$ cat src/rtl/calc_pkg.sv
// Shared key codes, stage and operator encodings for the calculator engine.
package calc_pkg;

  localparam logic [3:0] KEY_ADD = 4'hA;
  localparam logic [3:0] KEY_SUB = 4'hB;
  localparam logic [3:0] KEY_MUL = 4'hC;
  localparam logic [3:0] KEY_NEG = 4'hD;
  localparam logic [3:0] KEY_EQ  = 4'hE;
  localparam logic [3:0] KEY_CE  = 4'hF;

  typedef enum logic [1:0] {
    STG_A    = 2'd0,
    STG_B    = 2'd1,
    STG_R    = 2'd2,
    STG_BUSY = 2'd3
  } stage_e;

  typedef enum logic [1:0] {
    OP_ADD = 2'd0,
    OP_SUB = 2'd1,
    OP_MUL = 2'd2
  } op_e;

endpackage

$ cat src/rtl/calc_if.sv
// Keypad strobe inputs and registered display/status outputs of the calculator engine.
// The master drives keys and clear; the slave (engine) drives the display side.
interface calc_if #(
  parameter int WIDTH      = 8,
  parameter int MAX_DIGITS = 3
);
  logic                              i_CLEAR_ALL;
  logic                              i_KEY_VALID;
  logic [3:0]                        i_KEY;
  logic [WIDTH-1:0]                  o_DISPLAY;
  logic [1:0]                        o_STAGE;
  logic [1:0]                        o_OP;
  logic [$clog2(MAX_DIGITS+1)-1:0]   o_DIGITS;
  logic                              o_OVERFLOW;
  logic                              o_ZERO;

  modport master (
    output i_CLEAR_ALL, i_KEY_VALID, i_KEY,
    input  o_DISPLAY, o_STAGE, o_OP, o_DIGITS, o_OVERFLOW, o_ZERO
  );

  modport slave (
    input  i_CLEAR_ALL, i_KEY_VALID, i_KEY,
    output o_DISPLAY, o_STAGE, o_OP, o_DIGITS, o_OVERFLOW, o_ZERO
  );
endinterface

$ cat src/rtl/calc_seq_mul.sv
// Sequential signed shift-add multiplier: operands latched on start_i, done_o on the
// WIDTH-th cycle after start with prod_o valid combinationally; abort_i cancels.
module calc_seq_mul #(
  parameter int WIDTH = 8
) (
  input  logic                 clk_i,
  input  logic                 rst_i,
  input  logic                 abort_i,
  input  logic                 start_i,
  input  logic [WIDTH-1:0]     a_i,
  input  logic [WIDTH-1:0]     b_i,
  output logic                 done_o,
  output logic [2*WIDTH-1:0]   prod_o
);

  localparam int CW = $clog2(WIDTH);

  logic               busy_q, busy_d;
  logic [CW-1:0]      cnt_q, cnt_d;
  logic [2*WIDTH-1:0] mcand_q, mcand_d;
  logic [WIDTH-1:0]   mplier_q, mplier_d;
  logic [2*WIDTH-1:0] acc_q, acc_d;

  logic               last;
  logic [2*WIDTH-1:0] addend;
  logic [2*WIDTH-1:0] acc_step;

  assign last   = (cnt_q == CW'(WIDTH - 1));
  assign addend = mplier_q[0] ? mcand_q : '0;
  // The multiplier's sign bit carries negative weight in two's complement.
  assign acc_step = last ? (acc_q - addend) : (acc_q + addend);

  assign done_o = busy_q && last;
  assign prod_o = acc_step;

  always_comb begin
    busy_d   = busy_q;
    cnt_d    = cnt_q;
    mcand_d  = mcand_q;
    mplier_d = mplier_q;
    acc_d    = acc_q;
    if (abort_i) begin
      busy_d = 1'b0;
    end else if (start_i) begin
      busy_d   = 1'b1;
      cnt_d    = '0;
      mcand_d  = {{WIDTH{a_i[WIDTH-1]}}, a_i};
      mplier_d = b_i;
      acc_d    = '0;
    end else if (busy_q) begin
      acc_d    = acc_step;
      mcand_d  = mcand_q << 1;
      mplier_d = mplier_q >> 1;
      cnt_d    = cnt_q + CW'(1);
      if (last) busy_d = 1'b0;
    end
  end

  always_ff @(posedge clk_i or posedge rst_i) begin
    if (rst_i) begin
      busy_q   <= 1'b0;
      cnt_q    <= '0;
      mcand_q  <= '0;
      mplier_q <= '0;
      acc_q    <= '0;
    end else begin
      busy_q   <= busy_d;
      cnt_q    <= cnt_d;
      mcand_q  <= mcand_d;
      mplier_q <= mplier_d;
      acc_q    <= acc_d;
    end
  end

endmodule

$ cat src/rtl/calc_engine.sv
// Keypad-driven signed calculator engine; all outputs registered one cycle after a key strobe.
// Multiply (C key, BUSY stage) is built only when CALC_MUL_EN is defined.
module calc_engine
  import calc_pkg::*;
#(
  parameter int WIDTH      = 8,
  parameter int MAX_DIGITS = 3
) (
  input  logic  i_CLOCK,
  input  logic  i_RESET,
  calc_if.slave bus
);

  localparam int DW = $clog2(MAX_DIGITS + 1);
  localparam logic [WIDTH-1:0] MAXPOS = {1'b0, {(WIDTH-1){1'b1}}};
  localparam logic [WIDTH-1:0] MINNEG = {1'b1, {(WIDTH-1){1'b0}}};
`ifdef CALC_MUL_EN
  localparam bit MUL_EN = 1'b1;
`else
  localparam bit MUL_EN = 1'b0;
`endif

  stage_e           stage_q, stage_d;
  op_e              op_q, op_d;
  logic [WIDTH-1:0] a_q, a_d;
  logic [WIDTH-1:0] b_q, b_d;
  logic [WIDTH-1:0] res_q, res_d;
  logic [DW-1:0]    digits_q, digits_d;
  logic             ovf_q, ovf_d;
  logic [WIDTH-1:0] disp_q, disp_d;
  logic             zero_q;

  logic [3:0] key;
  logic       key_act, is_digit, is_op, is_neg, is_eq, is_ce;
  op_e        key_op;

  assign key      = bus.i_KEY;
  assign key_act  = bus.i_KEY_VALID && !(key == KEY_MUL && !MUL_EN);
  assign is_digit = (key < 4'd10);
  assign is_op    = (key == KEY_ADD) || (key == KEY_SUB) || (key == KEY_MUL && MUL_EN);
  assign is_neg   = (key == KEY_NEG);
  assign is_eq    = (key == KEY_EQ);
  assign is_ce    = (key == KEY_CE);

  always_comb begin
    key_op = OP_ADD;
    if (key == KEY_SUB) key_op = OP_SUB;
    else if (key == KEY_MUL) key_op = OP_MUL;
  end

  // Digit entry works on magnitude so the sign survives appending digits.
  logic [WIDTH-1:0]   ent, ent_mag, ent_new, ent_neg;
  logic [WIDTH+3:0]   ent_new_mag;
  logic               dig_ok, dig_inc, neg_ovf;

  assign ent         = (stage_q == STG_A) ? a_q : b_q;
  assign ent_mag     = ent[WIDTH-1] ? (-ent) : ent;
  assign ent_new_mag = ({4'b0, ent_mag} << 3) + ({4'b0, ent_mag} << 1) + (WIDTH+4)'(key);
  assign dig_ok      = (digits_q != DW'(MAX_DIGITS)) && (ent_new_mag <= {4'b0, MAXPOS});
  assign dig_inc     = !(ent_mag == '0 && key == 4'd0);
  assign ent_new     = ent[WIDTH-1] ? (-ent_new_mag[WIDTH-1:0]) : ent_new_mag[WIDTH-1:0];
  assign ent_neg     = -ent;
  assign neg_ovf     = (ent == MINNEG);

  // Left operand is A on first evaluation, the previous result on repeat-equals.
  logic [WIDTH-1:0] alu_x;
  logic [WIDTH:0]   sum;
  logic             sum_ovf;

  assign alu_x   = (stage_q == STG_R) ? res_q : a_q;
  assign sum     = (op_q == OP_SUB) ? ({alu_x[WIDTH-1], alu_x} - {b_q[WIDTH-1], b_q})
                                    : ({alu_x[WIDTH-1], alu_x} + {b_q[WIDTH-1], b_q});
  assign sum_ovf = sum[WIDTH] ^ sum[WIDTH-1];

`ifdef CALC_MUL_EN
  logic               mul_start, mul_done, mul_ovf;
  logic [2*WIDTH-1:0] mul_prod;
  logic [WIDTH:0]     mul_hi;

  assign mul_start = key_act && !bus.i_CLEAR_ALL && is_eq && (op_q == OP_MUL) &&
                     (stage_q == STG_B || stage_q == STG_R);
  assign mul_hi    = mul_prod[2*WIDTH-1:WIDTH-1];
  assign mul_ovf   = !((&mul_hi) || (~|mul_hi));

  calc_seq_mul #(.WIDTH(WIDTH)) u_mul (
    .clk_i   (i_CLOCK),
    .rst_i   (i_RESET),
    .abort_i (bus.i_CLEAR_ALL),
    .start_i (mul_start),
    .a_i     (alu_x),
    .b_i     (b_q),
    .done_o  (mul_done),
    .prod_o  (mul_prod)
  );
`endif

  logic             ent_wr;
  logic [WIDTH-1:0] ent_d;

  always_comb begin
    stage_d  = stage_q;
    op_d     = op_q;
    a_d      = a_q;
    b_d      = b_q;
    res_d    = res_q;
    digits_d = digits_q;
    ovf_d    = ovf_q;
    ent_wr   = 1'b0;
    ent_d    = ent;
    if (bus.i_CLEAR_ALL) begin
      stage_d  = STG_A;
      op_d     = OP_ADD;
      a_d      = '0;
      b_d      = '0;
      res_d    = '0;
      digits_d = '0;
      ovf_d    = 1'b0;
    end else if (stage_q == STG_BUSY) begin
`ifdef CALC_MUL_EN
      if (mul_done) begin
        stage_d = STG_R;
        res_d   = mul_prod[WIDTH-1:0];
        ovf_d   = mul_ovf;
      end
`else
      stage_d = STG_R;
`endif
    end else if (key_act) begin
      if (!is_eq) ovf_d = 1'b0;
      if (stage_q == STG_R) begin
        if (is_digit) begin
          a_d      = WIDTH'(key);
          digits_d = (key != 4'd0) ? DW'(1) : '0;
          stage_d  = STG_A;
        end else if (is_op) begin
          a_d      = res_q;
          b_d      = '0;
          digits_d = '0;
          op_d     = key_op;
          stage_d  = STG_B;
        end else if (is_neg) begin
          a_d      = -res_q;
          ovf_d    = (res_q == MINNEG);
          digits_d = '0;
          stage_d  = STG_A;
        end else if (is_ce) begin
          a_d      = '0;
          b_d      = '0;
          res_d    = '0;
          op_d     = OP_ADD;
          digits_d = '0;
          stage_d  = STG_A;
        end else if (is_eq) begin
          a_d = res_q;
          if (op_q == OP_MUL) begin
            stage_d = STG_BUSY;
          end else begin
            res_d = sum[WIDTH-1:0];
            ovf_d = sum_ovf;
          end
        end
      end else begin
        if (is_digit) begin
          if (dig_ok) begin
            ent_wr = 1'b1;
            ent_d  = ent_new;
            if (dig_inc) digits_d = digits_q + DW'(1);
          end
        end else if (is_neg) begin
          ent_wr = 1'b1;
          ent_d  = ent_neg;
          ovf_d  = neg_ovf;
        end else if (is_ce) begin
          ent_wr   = 1'b1;
          ent_d    = '0;
          digits_d = '0;
        end else if (is_op) begin
          op_d = key_op;
          if (stage_q == STG_A) begin
            b_d      = '0;
            digits_d = '0;
            stage_d  = STG_B;
          end
        end else if (is_eq) begin
          if (stage_q == STG_A) begin
            res_d   = a_q;
            stage_d = STG_R;
          end else if (op_q == OP_MUL) begin
            stage_d = STG_BUSY;
          end else begin
            res_d   = sum[WIDTH-1:0];
            ovf_d   = sum_ovf;
            stage_d = STG_R;
          end
        end
        if (ent_wr) begin
          if (stage_q == STG_A) a_d = ent_d;
          else                  b_d = ent_d;
        end
      end
    end
  end

  always_comb begin
    case (stage_d)
      STG_A:   disp_d = a_d;
      STG_B:   disp_d = b_d;
      STG_R:   disp_d = res_d;
      default: disp_d = disp_q;
    endcase
  end

  always_ff @(posedge i_CLOCK or posedge i_RESET) begin
    if (i_RESET) begin
      stage_q  <= STG_A;
      op_q     <= OP_ADD;
      a_q      <= '0;
      b_q      <= '0;
      res_q    <= '0;
      digits_q <= '0;
      ovf_q    <= 1'b0;
      disp_q   <= '0;
      zero_q   <= 1'b1;
    end else begin
      stage_q  <= stage_d;
      op_q     <= op_d;
      a_q      <= a_d;
      b_q      <= b_d;
      res_q    <= res_d;
      digits_q <= digits_d;
      ovf_q    <= ovf_d;
      disp_q   <= disp_d;
      zero_q   <= (disp_d == '0);
    end
  end

  assign bus.o_DISPLAY  = disp_q;
  assign bus.o_STAGE    = stage_q;
  assign bus.o_OP       = op_q;
  assign bus.o_DIGITS   = digits_q;
  assign bus.o_OVERFLOW = ovf_q;
  assign bus.o_ZERO     = zero_q;

endmodule

$ cat src/flat_wrapper.sv
// flat-port wrapper written by rule: the top's interface ports become plain ports
module calc_engine_flat import calc_pkg::*;
#(
  parameter int WIDTH      = 8,
  parameter int MAX_DIGITS = 3
)
  (i_CLOCK, i_RESET, bus_i_CLEAR_ALL, bus_i_KEY_VALID, bus_i_KEY, bus_o_DISPLAY, bus_o_STAGE, bus_o_OP, bus_o_DIGITS, bus_o_OVERFLOW, bus_o_ZERO);
  calc_if #(.WIDTH(WIDTH), .MAX_DIGITS(MAX_DIGITS)) bus_i ();
  input  logic i_CLOCK;
  input  logic i_RESET;
  input wire logic [$bits(bus_i.i_CLEAR_ALL)-1:0] bus_i_CLEAR_ALL;
  input wire logic [$bits(bus_i.i_KEY_VALID)-1:0] bus_i_KEY_VALID;
  input wire logic [$bits(bus_i.i_KEY)-1:0] bus_i_KEY;
  output wire logic [$bits(bus_i.o_DISPLAY)-1:0] bus_o_DISPLAY;
  output wire logic [$bits(bus_i.o_STAGE)-1:0] bus_o_STAGE;
  output wire logic [$bits(bus_i.o_OP)-1:0] bus_o_OP;
  output wire logic [$bits(bus_i.o_DIGITS)-1:0] bus_o_DIGITS;
  output wire logic [$bits(bus_i.o_OVERFLOW)-1:0] bus_o_OVERFLOW;
  output wire logic [$bits(bus_i.o_ZERO)-1:0] bus_o_ZERO;
  assign bus_i.i_CLEAR_ALL = bus_i_CLEAR_ALL;
  assign bus_i.i_KEY_VALID = bus_i_KEY_VALID;
  assign bus_i.i_KEY = bus_i_KEY;
  assign bus_o_DISPLAY = bus_i.o_DISPLAY;
  assign bus_o_STAGE = bus_i.o_STAGE;
  assign bus_o_OP = bus_i.o_OP;
  assign bus_o_DIGITS = bus_i.o_DIGITS;
  assign bus_o_OVERFLOW = bus_i.o_OVERFLOW;
  assign bus_o_ZERO = bus_i.o_ZERO;
  calc_engine #(.WIDTH(WIDTH), .MAX_DIGITS(MAX_DIGITS)) u_core (.i_CLOCK(i_CLOCK), .i_RESET(i_RESET), .bus(bus_i));
endmodule
$ cat config.mk
export PLATFORM = sky130hd
export DESIGN_NAME = calc_engine_flat
export DESIGN_NICKNAME = d
export VERILOG_FILES = /design/src/rtl/calc_pkg.sv /design/src/rtl/calc_if.sv /design/src/rtl/calc_seq_mul.sv /design/src/rtl/calc_engine.sv /design/src/flat_wrapper.sv
export SDC_FILE = /design/constraint.sdc
export NUM_CORES = 1
export LEC_CHECK = 0
export BUFFER_PORTS_ARGS = -buffer_cell sky130_fd_sc_hd__buf_4
export CORE_UTILIZATION = 45
export DETAILED_ROUTE_END_ITERATION = 7
export PLACE_DENSITY_LB_ADDON = 0.05
export SETUP_SLACK_MARGIN = 0.15
export SKIP_LAST_GASP = 1
export SYNTH_ARGS = -nofsm -noshare
export SYNTH_HDL_FRONTEND = slang
export SYNTH_SLANG_ARGS = --single-unit
$ cat constraint.sdc
create_clock -name i_CLOCK -period 6.1 [get_ports i_CLOCK]
set_clock_uncertainty 0.2 [all_clocks]
set_input_delay 0.61 -clock i_CLOCK [delete_from_list [all_inputs] [get_ports i_CLOCK]]
set_output_delay 0.61 -clock i_CLOCK [all_outputs]
set_load 0.005 [all_outputs]
==> run metrics <==
critical path, cell by cell or2_4 -> buf_4 -> mux2i_1 -> and3_1 -> nor2_1 -> xnor2_1 -> buf_4 -> ha_1 -> ha_1 -> a21o_1 -> o21ai_0 -> mux2i_1 -> a2111o_1 -> o31ai_4 -> buf_4 -> a211oi_1 -> a2111oi_2 -> o211ai_1 -> a211oi_2 -> o2111ai_1 -> nor4_2; drt first pass iters 6; share of cells above drive strength 1 14.2%; routability cong. 0.986; final hold violation count 0; Die X 108 microns; Total Routing Usage GR 36.1%; setup ws final 409 ps; Avg Synthesized Cell Area 7.27 sq um; register area share after synthesis 19.9%; GRT met1 Usage 49.5%; Post-synth top flop dfrtp_1; Overflow after GRT 0; slowest stage delay, CP 500 ps; first-pass GRT wire length 30,900 microns; # rows 38; antenna diode count 0; Worst path most repeated cell buf_4; Core ar. 0.0109 sq mm; CTS Buf Count 5; fmax 176 MHz; CP Max Fanout 11; largest net degree at the start of global routing 41; Tcrit/Tclk final 93.3%; worst skew pair latency 320 ps; Tmin final 5690 ps; Setup TNS Final 0 ps; Worst Hold Class input pin to async pin; slew at the pin with the worst max-slew slack 1040 ps; asr flop ratio synth 100%; met3 Use GR 7.93%; Final Max Tran Viols 0; Yosys cell types 82; die extent in y 108 microns; met2 Track Usage GR 54.3%; DRT antenna net count 0; status finished, final reports clean; Clock Pin Slew Worst Setup and Hold Paths 100 ps; WL per Instance 23.8 microns; most common cell after layout, fill and taps aside nand2_1; post-synth net total 733; CTS Sinks 40; Ports 24; commonest cells after routing, fill and taps aside 87 x nand2_1, 70 x nor2_1, 57 x a21oi_1, 55 x buf_4, 47 x o21ai_0; Hold Buf Count CTS 0; DR vias/cell 6.53; vias in the first global route 5,204; Nets 748; routed wire length 20,200 microns; synth-to-layout area growth 11.4%; Ys Warns 0; crit path capture type flop; Setup crit start kind flop; Iter 0 DRT Violations 640; Root Buffer clkbuf_8; leakage 0.00252 uW; unrepaired setup endpoints after global routing false; worst relative slew slack 29.2%; crit path kind flop to flop; slowest library cell on the worst path a2111oi_2; Peak VDD IR 0.245 mV; H-Tree Depth 2; Place WS 311 ps; Max Cap Viol 0; grt peak-use layer met2; DR vias 5,545; CTS Buffer Depth 2; synthesized area 0.00504 sq mm; CTS tree built; Initial Util 46.3%; drt drc 0; Cells after Synth 693; CP Data Required Time 6130 ps; Yosys reg bits 40; dpl hpwl 15,400 microns; die area 0.0116 sq mm; count of port buffers added during placement 23; CP arrival 5720 ps; Setup-failing EPs final 0; EDFF count, synth 0; Power per Cell Area 348 mW/mm^2; antenna violations before repair 0
[path summary, 6_finish.rpt]
path | start | end | slack, ps | depth (start not counted)
max | u_core.bus.o_STAGE[1] | u_core.bus.o_ZERO | 410 | 21
min | i_RESET | u_core.a_q[6] | 210 | 3
max reg2reg | u_core.bus.o_STAGE[1] | u_core.bus.o_ZERO | 410 | 21
min reg2reg | u_core.bus.o_OP[1] | u_core.bus.o_OP[1] | 360 | 1
max in group asynchronous | i_RESET | u_core.bus.o_ZERO | 5130 | 3
min in group i_CLOCK | u_core.bus.o_OP[1] | u_core.bus.o_OP[1] | 360 | 1
[power by group]
part	internal [uW]	switching, uW
Clock	123	113
Sequential	302	57.6
Combinational	580	774
Total	1010	945
[worst max-delay path: cells and delay by family, from the launching register on]
family                     cells  cell delay (ps)
AOI/OAI and AO/OA              9             2330
xor gates and xnor gates       1              200
adders and majority gates      2              630
buffers and inverters          3              560
DFF                            1              440
muxes                          2              390
and+or+nand+nor                4              870
[layer usage]
| layer | routed length, microns | up-vias |
|---|---|---|
| met5 | 0 | - |
| met4 | 913 | 0 |
| met3 | 1890 | 68 |
| met2 | 8730 | 313 |
| met1 | 8640 | 2605 |
| li1 | - | 2559 |
[repair_timing]
item / 4_1_cts / 5_1_grt
endpoints found under the setup margin: 0 / 8
buffers inserted: 0 / 6
gates resized for setup: 0 / 15
[per-stage QoR]
stage / utilization (%) / instance area [sq um] / cells / hold WS (ps) / power (uW)
5_1_grt: 51.5 / 5610 / 849 / 251 / 2070
6_report: 51.5 / 5610 / 849 / 213 / 1950
4_1_cts: 50.5 / 5500 / 843 / 230 / 1840
3_3_place_gp: 49.4 / 5380 / 835 / 337 / 1600
2_1_floorplan: - / 5040 / 693 / 310 / 1230
3_5_place_dp: 49.4 / 5380 / 835 / 343 / 1600
[cell usage after synthesis (all sizes together) (5+ instances only)]
master | instances | area, sq um
nand3 | 22 | 110
a2111oi | 5 | 62.6
nor3b | 5 | 42.5
a31oi | 13 | 81.3
o22ai | 9 | 56.3
nor2b | 13 | 81.3
o21a | 5 | 37.5
mux2i | 17 | 170
xor2 | 13 | 114
a211oi | 10 | 80.1
a22oi | 10 | 75.1
nand2 | 88 | 333
inv | 23 | 86.3
dfrtp | 39 | 976
clkbuf | 41 | 154
o211ai | 8 | 60.1
nor2 | 72 | 273
and3 | 8 | 51.3
ha | 30 | 375
buf | 6 | 43.8
o31ai | 8 | 73.8
xnor2 | 20 | 175
a21oi | 58 | 302
a221oi | 5 | 43.8
nor3 | 18 | 90.1
nand2b | 9 | 56.3
and2 | 5 | 32.5
or2 | 6 | 37.5
a22o | 6 | 53.8
a21o | 14 | 109
o21ai | 49 | 245
[area by class of cell]
| class | count | area [sq um] |
|---|---|---|
| flip-flops and latches | 40 | 1000 |
| fillers | 1093 | 5280 |
| clock buffers | 5 | 68.8 |
| multi-input cells | 582 | 3810 |
| inverters | 24 | 90.1 |
| repair buffers | 55 | 413 |
| well taps | 140 | 175 |
| clock inverters | 3 | 46.3 |
[sequential cells by signal, indices dropped and copies added, names as in the netlist]
register               cells
u_core.a_q                 8
u_core.b_q                 8
u_core.bus.o_DIGITS        2
u_core.bus.o_DISPLAY       8
u_core.bus.o_OP            2
u_core.bus.o_OVERFLOW      1
u_core.bus.o_STAGE         2
u_core.bus.o_ZERO          1
u_core.res_q               8
[logic make-up after synthesis]
logic type | count (synthesis) | synth area share, %
multiplexers | 18 | 3.60
flip-flops | 40 | 19.9
adder cells (fa/ha/maj) | 32 | 8.25
AND/OR/NAND/NOR | 260 | 24.1
buffers and inverters | 71 | 5.71
AO/OA/AOI/OAI | 238 | 32.2
XOR/XNOR | 34 | 6.21
No activity file was read; power rests on OpenSTA's default activity.
